## config.mk

```make
export PLATFORM = sky130hd
export DESIGN_NAME = ps2_line_buffer_flat
export DESIGN_NICKNAME = d
export VERILOG_FILES = /design/src/rtl/ps2_line_buffer_if.sv /design/src/rtl/ps2_line_buffer.sv /design/src/flat_wrapper.sv
export SDC_FILE = /design/constraint.sdc
export NUM_CORES = 1
export LEC_CHECK = 0
export ABC_CLOCK_PERIOD_IN_PS = 4300
export CORE_MARGIN = 2
export CORE_UTILIZATION = 35
export DETAILED_ROUTE_END_ITERATION = 8
export PLACE_DENSITY_LB_ADDON = 0.12
export RECOVER_POWER = 100
export SLEW_MARGIN = 5
export SYNTH_ARGS = -nofsm -noshare
export SYNTH_HDL_FRONTEND = slang
export SYNTH_SLANG_ARGS = --single-unit
```

## constraint.sdc

```tcl
create_clock -name clk -period 4.3 [get_ports clk]
set_input_delay 0.86 -clock clk [delete_from_list [all_inputs] [get_ports clk]]
set_output_delay 0.86 -clock clk [all_outputs]
set_load 0.02 [all_outputs]
```

## src/rtl/ps2_line_buffer_if.sv

```systemverilog
// Character stream from ps2_line_buffer to the Morse encoder.
// The buffer drives char_out/char_valid; the encoder answers with char_ready.
interface ps2_line_buffer_if;
  logic [5:0] char_out;
  logic       char_valid;
  logic       char_ready;

  modport master (
    output char_out,
    output char_valid,
    input  char_ready
  );

  modport slave (
    input  char_out,
    input  char_valid,
    output char_ready
  );
endinterface

```

## src/rtl/ps2_line_buffer.sv

```systemverilog
// ps2_line_buffer: decodes PS/2 set-2 make codes into 6-bit character codes,
// keeps an editable line (Backspace/Esc) and streams it to the Morse
// encoder over a valid/ready handshake when Enter is pressed.
// Break (F0) and extended (E0) prefixed bytes are swallowed in both states.
// Optional build macro PS2_LINE_BUFFER_AUTO_FLUSH_EN: filling the last slot
// starts playback as if Enter had been pressed.
module ps2_line_buffer #(
  parameter int DEPTH  = 16,
  parameter int ADDR_W = 4
) (
  input  logic              clk,
  input  logic              rst,
  input  logic [7:0]        ps2_received_data,
  input  logic              ps2_received_data_strb,
  ps2_line_buffer_if.master char_if,
  output logic              busy,
  output logic [ADDR_W:0]   buffer_count,
  output logic              overflow
);

  typedef enum logic [2:0] {
    K_NONE  = 3'd0,
    K_CHAR  = 3'd1,
    K_ENTER = 3'd2,
    K_BKSP  = 3'd3,
    K_ESC   = 3'd4
  } kind_e;

  typedef enum logic {
    ST_COLLECT  = 1'b0,
    ST_PLAYBACK = 1'b1
  } state_e;

  localparam logic [ADDR_W:0]   ZERO_CNT = {(ADDR_W+1){1'b0}};
  localparam logic [ADDR_W:0]   ONE_CNT  = {{ADDR_W{1'b0}}, 1'b1};
  localparam logic [ADDR_W:0]   FULL_CNT = (ADDR_W+1)'(DEPTH);
  localparam logic [ADDR_W-1:0] ZERO_PTR = {ADDR_W{1'b0}};
  localparam logic [ADDR_W-1:0] ONE_PTR  = {{(ADDR_W-1){1'b0}}, 1'b1};

  // Make code to {hit, character code}; hit=0 for non-character codes.
  function automatic logic [6:0] char_decode(input logic [7:0] code);
    logic [6:0] res;
    case (code)
      8'h29: res = {1'b1, 6'd0};
      8'h1C: res = {1'b1, 6'd1};   8'h32: res = {1'b1, 6'd2};
      8'h21: res = {1'b1, 6'd3};   8'h23: res = {1'b1, 6'd4};
      8'h24: res = {1'b1, 6'd5};   8'h2B: res = {1'b1, 6'd6};
      8'h34: res = {1'b1, 6'd7};   8'h33: res = {1'b1, 6'd8};
      8'h43: res = {1'b1, 6'd9};   8'h3B: res = {1'b1, 6'd10};
      8'h42: res = {1'b1, 6'd11};  8'h4B: res = {1'b1, 6'd12};
      8'h3A: res = {1'b1, 6'd13};  8'h31: res = {1'b1, 6'd14};
      8'h44: res = {1'b1, 6'd15};  8'h4D: res = {1'b1, 6'd16};
      8'h15: res = {1'b1, 6'd17};  8'h2D: res = {1'b1, 6'd18};
      8'h1B: res = {1'b1, 6'd19};  8'h2C: res = {1'b1, 6'd20};
      8'h3C: res = {1'b1, 6'd21};  8'h2A: res = {1'b1, 6'd22};
      8'h1D: res = {1'b1, 6'd23};  8'h22: res = {1'b1, 6'd24};
      8'h35: res = {1'b1, 6'd25};  8'h1A: res = {1'b1, 6'd26};
      8'h45: res = {1'b1, 6'd27};  8'h16: res = {1'b1, 6'd28};
      8'h1E: res = {1'b1, 6'd29};  8'h26: res = {1'b1, 6'd30};
      8'h25: res = {1'b1, 6'd31};  8'h2E: res = {1'b1, 6'd32};
      8'h36: res = {1'b1, 6'd33};  8'h3D: res = {1'b1, 6'd34};
      8'h3E: res = {1'b1, 6'd35};  8'h46: res = {1'b1, 6'd36};
      default: res = {1'b0, 6'd0};
    endcase
    return res;
  endfunction

  state_e            state_r;
  logic [ADDR_W-1:0] wr_ptr_r;
  logic [ADDR_W-1:0] rd_ptr_r;
  logic [ADDR_W:0]   count_r;
  logic              brk_r;
  logic              ext_r;
  logic [5:0]        char_out_r;
  logic              char_valid_r;
  logic              busy_r;
  logic              overflow_r;
  logic [5:0]        mem_r [DEPTH];

  kind_e             kind_s;
  logic [5:0]        char_s;
  logic [6:0]        decode_s;
  logic              full_s;
  logic              last_s;
  logic              xfer_s;
  logic              we_s;
  logic [ADDR_W-1:0] rd_next_s;
  logic [ADDR_W:0]   count_inc_s;
  logic [ADDR_W:0]   rd_pos_s;

  // Classify the strobed byte; prefixes and prefixed bytes yield no action.
  always_comb begin
    kind_s   = K_NONE;
    char_s   = 6'd0;
    decode_s = char_decode(ps2_received_data);
    if (!ps2_received_data_strb) begin
      kind_s = K_NONE;
    end else if ((ps2_received_data == 8'hE0) || (ps2_received_data == 8'hF0) ||
                 brk_r || ext_r) begin
      kind_s = K_NONE;
    end else if (decode_s[6]) begin
      kind_s = K_CHAR;
      char_s = decode_s[5:0];
    end else if (ps2_received_data == 8'h5A) begin
      kind_s = K_ENTER;
    end else if (ps2_received_data == 8'h66) begin
      kind_s = K_BKSP;
    end else if (ps2_received_data == 8'h76) begin
      kind_s = K_ESC;
    end else begin
      kind_s = K_NONE;
    end
  end

  // Buffer status and handshake helpers.
  always_comb begin
    full_s      = (count_r == FULL_CNT);
    count_inc_s = count_r + ONE_CNT;
    rd_next_s   = rd_ptr_r + ONE_PTR;
    rd_pos_s    = {1'b0, rd_ptr_r} + ONE_CNT;
    last_s      = (rd_pos_s >= count_r);
    xfer_s      = char_valid_r & char_if.char_ready;
    we_s        = (state_r == ST_COLLECT) && (kind_s == K_CHAR) && !full_s;
  end

  // Line storage; left unreset so it maps onto plain RAM, count gates reads.
  always_ff @(posedge clk) begin
    if (we_s) begin
      mem_r[wr_ptr_r] <= char_s;
    end
  end

  // Main controller: prefix filter, line editing and playback handshake.
  always_ff @(posedge clk) begin
    if (!rst) begin
      state_r      <= ST_COLLECT;
      wr_ptr_r     <= ZERO_PTR;
      rd_ptr_r     <= ZERO_PTR;
      count_r      <= ZERO_CNT;
      brk_r        <= 1'b0;
      ext_r        <= 1'b0;
      char_out_r   <= 6'd0;
      char_valid_r <= 1'b0;
      busy_r       <= 1'b0;
      overflow_r   <= 1'b0;
    end else begin
      overflow_r <= 1'b0;
      if (ps2_received_data_strb) begin
        if (ps2_received_data == 8'hE0) begin
          ext_r <= 1'b1;
        end else if (ps2_received_data == 8'hF0) begin
          brk_r <= 1'b1;
        end else begin
          brk_r <= 1'b0;
          ext_r <= 1'b0;
        end
      end
      case (state_r)
        ST_COLLECT: begin
          char_valid_r <= 1'b0;
          case (kind_s)
            K_CHAR: begin
              if (!full_s) begin
                wr_ptr_r <= wr_ptr_r + ONE_PTR;
                count_r  <= count_inc_s;
`ifdef PS2_LINE_BUFFER_AUTO_FLUSH_EN
                if (count_inc_s == FULL_CNT) begin
                  state_r  <= ST_PLAYBACK;
                  busy_r   <= 1'b1;
                  rd_ptr_r <= ZERO_PTR;
                end
`endif
              end else begin
                overflow_r <= 1'b1;
              end
            end
            K_BKSP: begin
              if (count_r != ZERO_CNT) begin
                wr_ptr_r <= wr_ptr_r - ONE_PTR;
                count_r  <= count_r - ONE_CNT;
              end
            end
            K_ESC: begin
              wr_ptr_r <= ZERO_PTR;
              count_r  <= ZERO_CNT;
            end
            K_ENTER: begin
              if (count_r != ZERO_CNT) begin
                state_r  <= ST_PLAYBACK;
                busy_r   <= 1'b1;
                rd_ptr_r <= ZERO_PTR;
              end
            end
            default: begin
            end
          endcase
        end
        ST_PLAYBACK: begin
          if (kind_s == K_ESC) begin
            state_r      <= ST_COLLECT;
            busy_r       <= 1'b0;
            char_valid_r <= 1'b0;
            wr_ptr_r     <= ZERO_PTR;
            rd_ptr_r     <= ZERO_PTR;
            count_r      <= ZERO_CNT;
          end else if (!char_valid_r) begin
            char_out_r   <= mem_r[rd_ptr_r];
            char_valid_r <= 1'b1;
          end else if (xfer_s) begin
            if (last_s) begin
              state_r      <= ST_COLLECT;
              busy_r       <= 1'b0;
              char_valid_r <= 1'b0;
              wr_ptr_r     <= ZERO_PTR;
              rd_ptr_r     <= ZERO_PTR;
              count_r      <= ZERO_CNT;
            end else begin
              rd_ptr_r   <= rd_next_s;
              char_out_r <= mem_r[rd_next_s];
            end
          end
        end
        default: begin
          state_r      <= ST_COLLECT;
          busy_r       <= 1'b0;
          char_valid_r <= 1'b0;
        end
      endcase
    end
  end

  assign char_if.char_out   = char_out_r;
  assign char_if.char_valid = char_valid_r;
  assign busy               = busy_r;
  assign buffer_count       = count_r;
  assign overflow           = overflow_r;

endmodule
```

## src/flat_wrapper.sv

```systemverilog
// flat-port wrapper written by rule: the top's interface ports become plain ports
module ps2_line_buffer_flat 
#(
  parameter int DEPTH  = 16,
  parameter int ADDR_W = 4
)
  (clk, rst, ps2_received_data, ps2_received_data_strb, busy, buffer_count, overflow, char_if_char_out, char_if_char_valid, char_if_char_ready);
  ps2_line_buffer_if char_if_i ();
  input  logic clk;
  input  logic rst;
  input  logic [7:0] ps2_received_data;
  input  logic ps2_received_data_strb;
  output logic busy;
  output logic [ADDR_W:0] buffer_count;
  output logic overflow;
  output wire logic [$bits(char_if_i.char_out)-1:0] char_if_char_out;
  output wire logic [$bits(char_if_i.char_valid)-1:0] char_if_char_valid;
  input wire logic [$bits(char_if_i.char_ready)-1:0] char_if_char_ready;
  assign char_if_char_out = char_if_i.char_out;
  assign char_if_char_valid = char_if_i.char_valid;
  assign char_if_i.char_ready = char_if_char_ready;
  ps2_line_buffer #(.DEPTH(DEPTH), .ADDR_W(ADDR_W)) u_core (.clk(clk), .rst(rst), .ps2_received_data(ps2_received_data), .ps2_received_data_strb(ps2_received_data_strb), .char_if(char_if_i), .busy(busy), .buffer_count(buffer_count), .overflow(overflow));
endmodule
```

; Word-level counts from Yosys, hierarchy flattened
; Memories as Yosys holds them, arrays and structs flattened. A register that Yosys moved wholly into a read port is not among the register bits.
; Cells that the tools add are included.
[op_classes]
n_addsub = 6
n_mul = 0
div = 0
magnitude_cmp = 1
eq_ne = 21
shift = 0
n_mux = 59
n_bitwise = 6
n_reduce_logical = 14
[ops]
columns = op, count
row1 = $mux 4, 14
row2 = $mux 6, 6
row3 = $mux 5, 6
row4 = $eq 8x7->1 const B, 3
row5 = $mux 1, 18
row6 = $mux 3, 6
row7 = $eq 8x8->1 const B, 2
row8 = $pmux 4 s2, 2
row9 = $ne 3x3->1 const B, 5
row10 = $pmux 5 s3, 1
row11 = $pmux 4 s3, 1
row12 = $pmux 5 s2, 1
row13 = $add 4x1->4 const B, 2
row14 = $ne 2x2->1 const B, 4
row15 = $reduce_and 4->1, 2
row16 = $mux 7, 1
row17 = $eq 3x2->1 const B, 2
row18 = $pmux 1 s2, 3
row19 = $reduce_and 6->1, 1
row20 = $add 4x1->5 const B, 1
row21 = $add 5x1->5 const B, 1
row22 = $eq 5x5->1 const B, 1
row23 = $ge 5x5->1, 1
row24 = $not 1->1, 5
row25 = 14 further kinds, 18
[word_totals]
reg_bits = 25
latchBits = 0
ramBits = 96
rom_bits = 896
input_bits = 12
word_cells = 119
n_memories = 2
[memory_table]
columns = name, words, width, rd, rd_ports_with_merged_regs, write_ports, line_no
row1 = (name not given), 128, 7, 1, 0, 0, ps2_line_buffer.sv:43  ; case (code)
row2 = u_core.mem_r, 16, 6, 2, 1, 1, ps2_line_buffer.sv:78  ; logic [5:0] mem_r [DEPTH];

; Depth between registers and ports, before layout
[logic_depth]
word_depth = 12
mapped_depth = 14

; Worst setup path before layout
; OpenSTA, ideal clock, no wires.
[synth_timing]
path_kind = input to register
startpoint = input ps2_received_data[0]
endpoint = memory u_core.mem_r[0][3], data pin
arrival_ns = 3.404
t_required_ns = 3.810
path_slack_ns = 0.406
path_stages = 8
path_buffers = 1
cell_sequence = inv_1 ha_1 clkbuf_1 inv_1 o211a_1 o21ai_0 a311oi_1 a2111oi_0
[synth_via]
elab_chain_cells = 6
elab_cells_between_ends = 10
cone_classes = eq/ne: 2 / mux: 4 / reduce/logical: 3 / memory: 1
[synth_rtl]
columns = item, line_no
row1 = start: declaration, flat_wrapper.sv:11  ; input logic [7:0] ps2_received_data;
row2 = branches (longest 4 deep; another with $mem_v2 128x7), --
row3 = $mux 6 (*), ps2_line_buffer.sv:98  ; end else if ((ps2_received_data == 8'hE0) || (ps2_received_data == 8'hF0) ||
row4 = $mux 6 (*), ps2_line_buffer.sv:96  ; if (!ps2_received_data_strb) begin
row5 = via u_core.char_s[3], ps2_line_buffer.sv:81  ; logic [5:0] char_s;
row6 = end: declaration, ps2_line_buffer.sv:78
; Mark *: on every way through the listed nets, which the timed path passes.

; Final worst setup path
[layout_timing]
startpoint = input ps2_received_data[1]
endpoint = memory u_core.mem_r[0][0] (enable)
[layout_via]
elab_chain_cells = 12
elab_cells_between_ends = 21
cone_classes = eq/ne: 6 / mux: 9 / reduce/logical: 5 / memory: 1
[layout_rtl]
columns = item, line_no
row1 = branches (longest 5 deep; another with $mem_v2 128x7), --
row2 = $mux 3 (*), ps2_line_buffer.sv:98
row3 = $mux 3 (*), ps2_line_buffer.sv:96
row4 = $eq 3x1->1 (*), ps2_line_buffer.sv:123  ; we_s = (state_r == ST_COLLECT) && (kind_s == K_CHAR) && !full_s;
row5 = $logic_and 1x1->1 (*) (2 in series), ps2_line_buffer.sv:123
row6 = $mux 1 (*), ps2_line_buffer.sv:128  ; if (we_s) begin
row7 = $mux 1 (not written as such) (*), ps2_line_buffer.sv:129  ; mem_r[wr_ptr_r] <= char_s;
; Mark *: on every way between the ends.

==> impl_results.md <==
- Status: complete, no violations
- Die Ht: 144 um
- CTS Hold Bufs: 0
- Initial antenna violation count: 0
- Post-route core utilization: 41.7%
- Synth Register Bits: 125
- CP startpoint kind: input port
- Internal power: 2.19 mW
- Post-cts resize count: 0
- Switching Fraction: 21.6%
- Critical Path AT: 4.00 ns
- Synth area leaders: edfxtp_1 (42%), mux4_2 (16%), dfxtp_1 (8.5%)
- CTS Buffer Depth: 2
- Final RePlAce weighted congestion: 0.949
- Synth area leader: edfxtp_1
- DRT iter0 DRCs: 319
- Post-synthesis async set-or-reset flop share: 0%
- Worst slack, placed: 0.145 ns
- Final net count: 607
- Post-synth top area share: 42.1%
- GRT Util Overall: 18.8%
- Max Cap Viol: 0
- Slew Limit Fails: 0
- # rows: 51
- Switch Pwr: 0.603 mW
- Register area: 3460 um2
- Post CTS Setup Buffer Count: 0
- DRC violations left: 0
- DR vias: 4,678
- Pleak: 2.66 nW
- Clock Skew: 0.0107 ns
- Clk root buf: clkbuf_16
- Cell Pwr Density: 347 nW/um2
- 1st-pass router iterations: 5
- Net count of the mapped netlist: 560
- Synth Flop Type: edfxtp_1
- Clock transition at the registers of the reported paths: 0.06 ns
- Yosys warns: 0
- Max frequency: 0.255 GHz
- Layout cells sized above 1: 18.7%
- Clk network pwr share: 48.4%
- Die Area: 20,700 um2
- Port Buffers: 25
- Cells after Synth: 528
- Critical Path RT: 4.38 ns
- Die width: 144 um
- Fillers: 1,803
- Critical Path End Type: flip-flop
- Final setup TNS: 0 ns
- Post-synth EDFFs: 96
- Most used cell, CP: a311oi_2
- ANT cells: 0
- Fin crit period: 3.92 ns
- Crit-path slowest cell: dlygate4sd3_1
- DR vias/cell: 5.49
- Worst-skew pair later-pin latency: 0.42 ns
- Starting Density: 35.4%
- Routed WL: 18,300 um
- # IOs: 26
- Post-synth cell types: 60
- Placed Area: 7580 um2
- Syn_area_per_cell: 13.0 um2
- Area Growth Syn to Fin: 17.7%
- Max VDD drop: 0.000236 V
- Num CTS Buffers: 17
- Hold Fails Final Rpt: 0
- Fin crit share: 91.2%
- Delay of the slowest critical-path stage: 0.73 ns
- Mapped Area: 6850 um2
- Critical Path, Cell by Cell: dlygate4sd3_1 -> inv_1 -> ha_1 -> nand2b_1 -> a311oi_2 -> a311oi_2 -> nor2_4 -> nand2_1 -> or3_1 -> nor3_1 -> clkbuf_1
- Final ANT Viol Nets: 0
- Most frequent cells in the layout: edfxtp_1 (96), mux4_2 (48), nand2_1 (45), a21oi_1 (36), mux2i_1 (30)
- Core footprint: 19,300 um2
- Final setup viols: 0
- Post-synthesis sequential area ratio: 50.6%
- CTS tree: done
- Slew @ Worst Pin: 1.11 ns
- Cell area after layout: 8060 um2
- H-tree depth: 4
- PnR worst setup slack: 0.380 ns
- Sequential share of power: 46.5%
- Setup Crit Path Kind: input port to flip-flop
- First-pass GRT wire length: 28,600 um
- RSZ-0062 raised after global routing: no
- DR WL/cell: 21.5 um
- Area of the multi-input gates: 3180 um2
- CP Max Fanout: 10
- Largest net degree at the start of global routing: 28
- Gr ovfl total: 0
- Detailed Place HPWL: 12,900 um
- Most common cell after layout, fill and taps aside: edfxtp_1
- CTS sink cnt: 125
- Worst Hold Class: flip-flop to flip-flop
- Worst slew margin: 25.6%
- Comb power frac: 5.1%
- Vias in the first global route: 4,785
flip-flops by register name, indices dropped and copies added (netlist names), named ones only:
name / cells
u_core.brk_r: 1
u_core.rd_ptr_r: 4
u_core.ext_r: 1
u_core.char_if.char_valid: 1
u_core.state_r: 1
u_core.busy: 1
u_core.buffer_count: 5
u_core.wr_ptr_r: 4
u_core.overflow: 1
u_core.char_if.char_out: 6
u_core.mem_r: 96
through the flow:
step	std cells	power [mW]	hold WS [ns]
detailed placement	821	1.47	0.491
global route	852	2.89	0.556
global placement	821	1.47	0.478
floorplan	528	1.41	0.460
CTS	852	2.82	0.503
finish	852	2.79	0.509
routing by layer:
metal / share of wire (%) / GRT usage (%)
met5: 0 / 0
met4: 1.5 / 5.83
met3: 4.2 / 3.43
met2: 49 / 30.9
met1: 46 / 25.4
power by group through the flow:
stage / Clock [mW] / Sequential [mW] / Combinational, mW
global placement: 0 / 1.32 / 0.144
floorplan: 0 / 1.32 / 0.0906
global route: 1.43 / 1.30 / 0.157
finish: 1.35 / 1.30 / 0.143
CTS: 1.37 / 1.30 / 0.145
detailed placement: 0 / 1.32 / 0.145
synthesized netlist by cell type, drive strengths merged (2+ instances only):
cell,count
edfxtp,96
mux4,48
nand2,45
a21oi,37
mux2i,30
dfxtp,29
nor2,22
clkbuf,21
o21ai,19
ha,18
inv,17
buf,12
nand2b,12
nand3,12
a211oi,9
nor2b,9
nor3,9
o22ai,9
o211ai,7
a21o,5
and2,4
and3,4
nor4,4
o21a,4
xor2,4
a311oi,3
nand4b,3
or2,3
or3,3
or4,3
xnor2,3
a21boi,2
a221oi,2
fa,2
o211a,2
o221ai,2
o41ai,2
worst max-delay path, delay by kind of cell:
| kind | cells | cell delay, ns |
|---|---|---|
| fa+ha+maj | 1 | 0.42 |
| simple gates | 5 | 1.07 |
| buf+inv | 3 | 1.24 |
| compound gates | 2 | 0.41 |
logic make-up after synthesis:
logic type                 share of synthesized area [%]
AOI/OAI and AO/OA                                   10.9
xor gates and xnor gates                           0.895
adders and majority gates                           3.87
buffers and inverters                               3.07
DFF                                                 50.6
muxes                                               20.2
and+or+nand+nor                                     10.5
cell type report:
type / count / share of cell area, %
multi-input cells: 352 / 39.5
well taps: 265 / 4.11
inverters: 18 / 0.839
clock inverters: 12 / 1.54
flip-flops and latches: 125 / 43.0
repair buffers: 61 / 5.67
clock buffers: 19 / 5.37
final timing paths:
check / from / endpoint / slack (ns) / depth (start not counted)
max: ps2_received_data[1] / u_core.mem_r[0][0] / 0.38 / 11
min: u_core.ext_r / u_core.ext_r / 0.51 / 2
max reg2reg: u_core.brk_r / u_core.buffer_count[4] / 1.34 / 11
min reg2reg: u_core.ext_r / u_core.ext_r / 0.51 / 2
Note: power is estimated with default switching activity, not from simulation.
